`src/rtl/psram_pkg.sv`:
```
// Shared types and constants for the PSRAM two-client arbiter.
package psram_pkg;

    localparam int ADDR_W     = 25;
    localparam int WDATA_W    = 16;
    localparam int RDATA_W    = 18;
    localparam int LEN_W      = 8;
    localparam int CNT_W      = 4;
    localparam int WBURST_DEF = 8;
    localparam int RBURST_DEF = 4;

    typedef enum logic [2:0] {
        ST_IDLE,
        ST_WADDR,
        ST_WDATA,
        ST_WRESP,
        ST_RADDR,
        ST_RDATA
    } psram_state_t;

    // Counter value seen while the final beat of a burst is transferring.
    function automatic logic [CNT_W-1:0] last_beat(input int burst);
        return CNT_W'(burst - 1);
    endfunction

endpackage

```
`src/rtl/psram_rr_pick.sv`:
```
// Two-way round-robin selector: a sole requester wins; on a tie the
// client that was not granted last time wins.
module psram_rr_pick
    import psram_pkg::*;
(
    input  logic [1:0] req,
    input  logic       last_grant,
    output logic       grant
);

    // Pick the winner from the current request pair and grant history.
    always_comb begin
        grant = ~last_grant;
        case (req)
            2'b01:   grant = 1'b0;
            2'b10:   grant = 1'b1;
            default: grant = ~last_grant;
        endcase
    end

endmodule

```
`src/rtl/psram_arb.sv`:
```
// Arbitrates two clients onto one PSRAM controller port, one burst at a
// time. Write bursts run AW -> W beats -> B response; read bursts run
// AR -> R beats. Only the granted client sees handshakes and pulses.
//
// state    | meaning
// ---------+----------------------------------------------------------
// ST_IDLE  | waiting for a command; grants only while psram_ready
// ST_WADDR | m_awvalid held with latched address until m_awready
// ST_WDATA | forwarding WBURST write beats from the granted client
// ST_WRESP | waiting for m_bvalid; pulses done/err to the client
// ST_RADDR | m_arvalid held with latched address until m_arready
// ST_RDATA | forwarding RBURST read beats; done with the last beat
module psram_arb
    import psram_pkg::*;
#(
    parameter int WBURST = WBURST_DEF,
    parameter int RBURST = RBURST_DEF
) (
    input  logic               clk,
    input  logic               reset,
    input  logic               psram_ready,

    input  logic               c0_cmd_valid,
    output logic               c0_cmd_ready,
    input  logic               c0_cmd_write,
    input  logic [ADDR_W-1:0]  c0_cmd_addr,
    input  logic [WDATA_W-1:0] c0_wdata,
    input  logic               c0_wvalid,
    output logic               c0_wready,
    output logic [RDATA_W-1:0] c0_rdata,
    output logic               c0_rvalid,
    output logic               c0_done,
    output logic               c0_err,

    input  logic               c1_cmd_valid,
    output logic               c1_cmd_ready,
    input  logic               c1_cmd_write,
    input  logic [ADDR_W-1:0]  c1_cmd_addr,
    input  logic [WDATA_W-1:0] c1_wdata,
    input  logic               c1_wvalid,
    output logic               c1_wready,
    output logic [RDATA_W-1:0] c1_rdata,
    output logic               c1_rvalid,
    output logic               c1_done,
    output logic               c1_err,

    output logic [ADDR_W-1:0]  m_awaddr,
    output logic [LEN_W-1:0]   m_awlen,
    output logic               m_awvalid,
    input  logic               m_awready,
    output logic [WDATA_W-1:0] m_wdata,
    output logic               m_wvalid,
    input  logic               m_wready,
    input  logic               m_bvalid,
    input  logic [1:0]         m_bresp,
    output logic               m_bready,
    output logic [ADDR_W-1:0]  m_araddr,
    output logic [LEN_W-1:0]   m_arlen,
    output logic               m_arvalid,
    input  logic               m_arready,
    input  logic [RDATA_W-1:0] m_rdata,
    input  logic               m_rvalid,
    output logic               m_rready
);

    psram_state_t      state_q, state_d;
    logic              gnt_q;
    logic              last_grant_q;
    logic [ADDR_W-1:0] addr_q;
    logic [CNT_W-1:0]  cnt_q;

    logic              pick;
    logic              idle_open;
    logic              sel_valid;
    logic              sel_write;
    logic [ADDR_W-1:0] sel_addr;
    logic              accept;
    logic              sel_wvalid;
    logic              w_beat;
    logic              w_last;
    logic              r_beat;
    logic              r_last;

    psram_rr_pick u_pick (
        .req        ({c1_cmd_valid, c0_cmd_valid}),
        .last_grant (last_grant_q),
        .grant      (pick)
    );

    assign idle_open  = (state_q == ST_IDLE) & psram_ready;
    assign sel_valid  = pick ? c1_cmd_valid : c0_cmd_valid;
    assign sel_write  = pick ? c1_cmd_write : c0_cmd_write;
    assign sel_addr   = pick ? c1_cmd_addr  : c0_cmd_addr;
    assign accept     = idle_open & sel_valid;

    assign sel_wvalid = gnt_q ? c1_wvalid : c0_wvalid;
    assign w_beat     = (state_q == ST_WDATA) & sel_wvalid & m_wready;
    assign w_last     = w_beat & (cnt_q == last_beat(WBURST));
    assign r_beat     = (state_q == ST_RDATA) & m_rvalid;
    assign r_last     = r_beat & (cnt_q == last_beat(RBURST));

    // State register; reset drops any burst in flight.
    always_ff @(posedge clk or posedge reset) begin
        if (reset) begin
            state_q <= ST_IDLE;
        end else begin
            state_q <= state_d;
        end
    end

    // Latch the accepted command and count transferred beats.
    always_ff @(posedge clk or posedge reset) begin
        if (reset) begin
            gnt_q        <= 1'b0;
            last_grant_q <= 1'b1;
            addr_q       <= '0;
            cnt_q        <= '0;
        end else if (accept) begin
            gnt_q        <= pick;
            last_grant_q <= pick;
            addr_q       <= sel_addr;
            cnt_q        <= '0;
        end else if (w_beat | r_beat) begin
            cnt_q        <= cnt_q + CNT_W'(1);
        end
    end

    // Next-state decode.
    always_comb begin
        state_d = state_q;
        case (state_q)
            ST_IDLE:  if (accept)    state_d = sel_write ? ST_WADDR : ST_RADDR;
            ST_WADDR: if (m_awready) state_d = ST_WDATA;
            ST_WDATA: if (w_last)    state_d = ST_WRESP;
            ST_WRESP: if (m_bvalid)  state_d = ST_IDLE;
            ST_RADDR: if (m_arready) state_d = ST_RDATA;
            ST_RDATA: if (r_last)    state_d = ST_IDLE;
            default:                 state_d = ST_IDLE;
        endcase
    end

    // Output decode; everything handshake-related is steered to gnt_q only.
    always_comb begin
        c0_cmd_ready = idle_open & ~pick;
        c1_cmd_ready = idle_open &  pick;
        c0_wready    = 1'b0;
        c1_wready    = 1'b0;
        c0_rdata     = '0;
        c1_rdata     = '0;
        c0_rvalid    = 1'b0;
        c1_rvalid    = 1'b0;
        c0_done      = 1'b0;
        c1_done      = 1'b0;
        c0_err       = 1'b0;
        c1_err       = 1'b0;
        m_awaddr     = addr_q;
        m_awlen      = LEN_W'(WBURST);
        m_awvalid    = 1'b0;
        m_wdata      = gnt_q ? c1_wdata : c0_wdata;
        m_wvalid     = 1'b0;
        m_bready     = 1'b0;
        m_araddr     = addr_q;
        m_arlen      = LEN_W'(RBURST);
        m_arvalid    = 1'b0;
        m_rready     = 1'b0;
        case (state_q)
            ST_WADDR: m_awvalid = 1'b1;
            ST_WDATA: begin
                m_wvalid  = sel_wvalid;
                c0_wready = ~gnt_q & m_wready;
                c1_wready =  gnt_q & m_wready;
            end
            ST_WRESP: begin
                m_bready = 1'b1;
                c0_done  = ~gnt_q & m_bvalid;
                c1_done  =  gnt_q & m_bvalid;
                c0_err   = ~gnt_q & m_bvalid & (m_bresp != 2'b00);
                c1_err   =  gnt_q & m_bvalid & (m_bresp != 2'b00);
            end
            ST_RADDR: m_arvalid = 1'b1;
            ST_RDATA: begin
                m_rready  = 1'b1;
                c0_rvalid = ~gnt_q & m_rvalid;
                c1_rvalid =  gnt_q & m_rvalid;
                c0_rdata  = gnt_q ? '0 : m_rdata;
                c1_rdata  = gnt_q ? m_rdata : '0;
                c0_done   = ~gnt_q & r_last;
                c1_done   =  gnt_q & r_last;
            end
            default: ;
        endcase
    end

endmodule

```
`config.mk`:
```
export PLATFORM = sky130hd
export DESIGN_NAME = psram_arb
export DESIGN_NICKNAME = d
export VERILOG_FILES = /design/src/rtl/psram_pkg.sv /design/src/rtl/psram_rr_pick.sv /design/src/rtl/psram_arb.sv
export SDC_FILE = /design/constraint.sdc
export NUM_CORES = 1
export LEC_CHECK = 0
export BUFFER_PORTS_ARGS = -buffer_cell sky130_fd_sc_hd__buf_2
export CORE_AREA = 3 3 94 96
export DETAILED_ROUTE_END_ITERATION = 12
export DIE_AREA = 0 0 97 99
export GPL_TIMING_DRIVEN = 0
export PLACE_DENSITY = 0.73
export SLEW_MARGIN = 30
export SYNTH_ARGS = -nofsm -noshare
export SYNTH_HDL_FRONTEND = slang
export SYNTH_SLANG_ARGS = --single-unit
```
`constraint.sdc`:
```
create_clock -name clk -period 1.9 [get_ports clk]
set_input_delay 0.285 -clock clk [delete_from_list [all_inputs] [get_ports clk]]
set_output_delay 0.285 -clock clk [all_outputs]
set_load 0.1 [all_outputs]
```
==> impl_metrics.json <==
{
  "fillers": 605,
  "synthCells": 303,
  "skew_ns": 0.00931,
  "nNetsFinal": 695,
  "path_depth": 6,
  "finalSetupViolCount": 31,
  "synth_top_family_by_area": "simple AND/OR/NAND/NOR gates",
  "grt_pass1_vias": 3307,
  "drt_iter0_drc": 110,
  "drive_gt1_share_pct": 77.6,
  "start_kind": "flip-flop",
  "max-clock-path-buffers": 2,
  "ant_nets": 0,
  "synthXorXnorAreaFrac_pct": 0.323,
  "routed_wl_um": 12400,
  "final-instance-count-excl-fill": 682,
  "grt_first_pass_wirelength_um": 17400,
  "synth_top_cell_by_area": "dfrtp_1",
  "area_growth_pct": 104,
  "finalHoldViolCount": 0,
  "cts-htree-levels": 2,
  "synth_edf_count": 0,
  "cts_buffers": 5,
  "synth.avg_cell_area_sq_um": 8.96,
  "status": "complete, but fails checks",
  "vias": 3290,
  "cp_top_family": "flip-flops",
  "core-area_sq_um": 8130,
  "synth_top_area_share_pct": 30.4,
  "fp.dieW_um": 97,
  "die_h_um": 99,
  "cts_hold_buffers": 0,
  "critPathCaptureType": "primary output",
  "tritoncts": "built",
  "ys.flop_type": "dfrtp_1",
  "max-slew-margin-rel_pct": 51.6,
  "dr.pass1.iters": 4,
  "port_buffers": 232,
  "synth.most_common_cell": "buf_4",
  "yosys.area_share.adder_pct": 1.38,
  "clk_pin_slew_ns": 0.08,
  "track_usage_pct": 22.3,
  "worstPathRequired_ns": 1.62,
  "die_area_sq_um": 9600,
  "synth_compound_area_share_pct": 12.9,
  "ys_seq_area_share_pct": 31.4,
  "slowest_stage": "dfrtp_2",
  "violations": "setup timing",
  "cts-root-buf": "clkbuf_8",
  "cp_max_fo": 10,
  "max_freq_mhz": 500,
  "tns_ns": -1.26,
  "synthDistinctLibCells": 40,
  "clkLatencyLatePin_ns": 0.28,
  "ioPinCount": 249,
  "rows": 33,
  "cp_data_arrival_time_ns": 1.72,
  "synthTopCellsByArea": "dfrtp_1 30%, buf_4 11%, mux2i_1 9.6%",
  "place_inst": 654,
  "drt-vias-per-instance": 4.82,
  "grt_max_degree": 35,
  "synth_warnings": 0,
  "n_antenna_cell": 0,
  "syn-cell-area_sq_um": 2710,
  "netlist_top_cells_count": "41 x buf_4, 38 x and3_1, 33 x dfrtp_1, 33 x nand2_1, 26 x mux2i_1",
  "setup_ws_ns": -0.101,
  "ys_ff_latch": 34,
  "holdWs_ns": 0.115,
  "postLayoutCoreUtil_pct": 68.0,
  "maxSlewViolCount": 0,
  "crit_chain": "clkbuf_4 > nor2b_2 > o2bb2ai_2 > nand2_2 > nor2_4 > buf_12",
  "route.detailed.drc": 0,
  "wl_per_cell_um": 18.1,
  "cpPeakStageDelay_ns": 0.44,
  "cts.sinks": 34,
  "tightest_slew_ns": 0.724,
  "synthMuxAreaShare_pct": 16.2,
  "hold_path_class": "primary input to asynchronous set/reset pin",
  "async_flop_share_pct": 100,
  "gp_congestion": 0.810,
  "synth_simple_gate_area_share_pct": 20.3,
  "crit_buf_inv": 2,
  "drv_cap": 0,
  "dp_hpwl_um": 8070,
  "rsz0062_at_grt": "yes",
  "path_class": "flip-flop to primary output",
  "min_period_ns": 2.00,
  "grt_antenna_before_repair": 0,
  "start_util_pct": 33.4,
  "reg2reg_depth": 6,
  "fin_crit_sh_pct": 105,
  "grt.overflow.total": 0
}
==> area by class of cell <==
type | count | area, sq um | share of cell area [%]
Timing Repair Buffer | 252 | 2060 | 37.2
Multi-Input combinational cell | 212 | 1790 | 32.4
Sequential cell | 34 | 857 | 15.5
Clock inverter | 2 | 12.5 | 0.226
Buffer | 63 | 567 | 10.2
Inverter | 8 | 30.0 | 0.543
Clock buffer | 6 | 82.6 | 1.49
Tap cell | 105 | 131 | 2.38
==> state kept, by name (all words and copies together), names as in the netlist <==
| register | flops |
|---|---|
| gnt_q | 1 |
| last_grant_q | 1 |
| m_araddr | 25 |
| state_q | 3 |
| cnt_q | 4 |
==> final timing paths <==
kind	endpoint	startpoint	slack, ns
min	m_araddr[11]	reset	0.11
max reg2reg	m_araddr[2]	state_q[1]	0.02
min in group clk	m_araddr[20]	c1_cmd_addr[20]	0.26
max	c1_done	state_q[1]	-0.10
min reg2reg	last_grant_q	last_grant_q	0.49
max in group asynchronous	state_q[0]	reset	1.28
==> stage by stage <==
step,setup slack (ns),instance area [sq um]
final,-0.101,5530
after global routing,-0.180,5530
after CTS,-0.0797,5170
after detailed placement,-0.453,4320
after global placement,-0.399,4320
after floorplan,-0.251,3030
==> routing by layer <==
metal | track usage (%) | routed length (um)
met1 | 25.9 | 4400
met2 | 40.9 | 6770
met3 | 5.31 | 751
met4 | 6.48 | 444
met5 | 0 | 0
==> kinds of logic after synthesis <==
kind of cell,count (synthesis)
compound gates,47
xor+xnor,1
fa+ha+maj,3
buf+inv,71
flops,34
mux,42
other cells,2
simple gates,103
==> placed cells by master (no fill, tap or decap), types with 5 or more instances in the layout <==
master and n:
nand2_1 16, and3_4 21, conb_1 16, buf_8 5, o21ai_0 5, dfrtp_1 29
inv_1 6, o21ai_2 23, clkbuf_4 7, buf_12 44, clkbuf_8 10, buf_6 5
buf_4 77, buf_2 168, mux2_2 16, mux2i_1 26, nand2_2 16, and3_2 17
==> repair_timing <==
item	in CTS	in global routing
cloned	2	3
pin swaps	17	5
buffers inserted	10	5
gates resized for setup	194	81
setup endpoints to repair	75	77
Power is left out: the tool's default activity adds up to more than one toggle a clock period on the data nets, which glitch-free logic cannot reach.
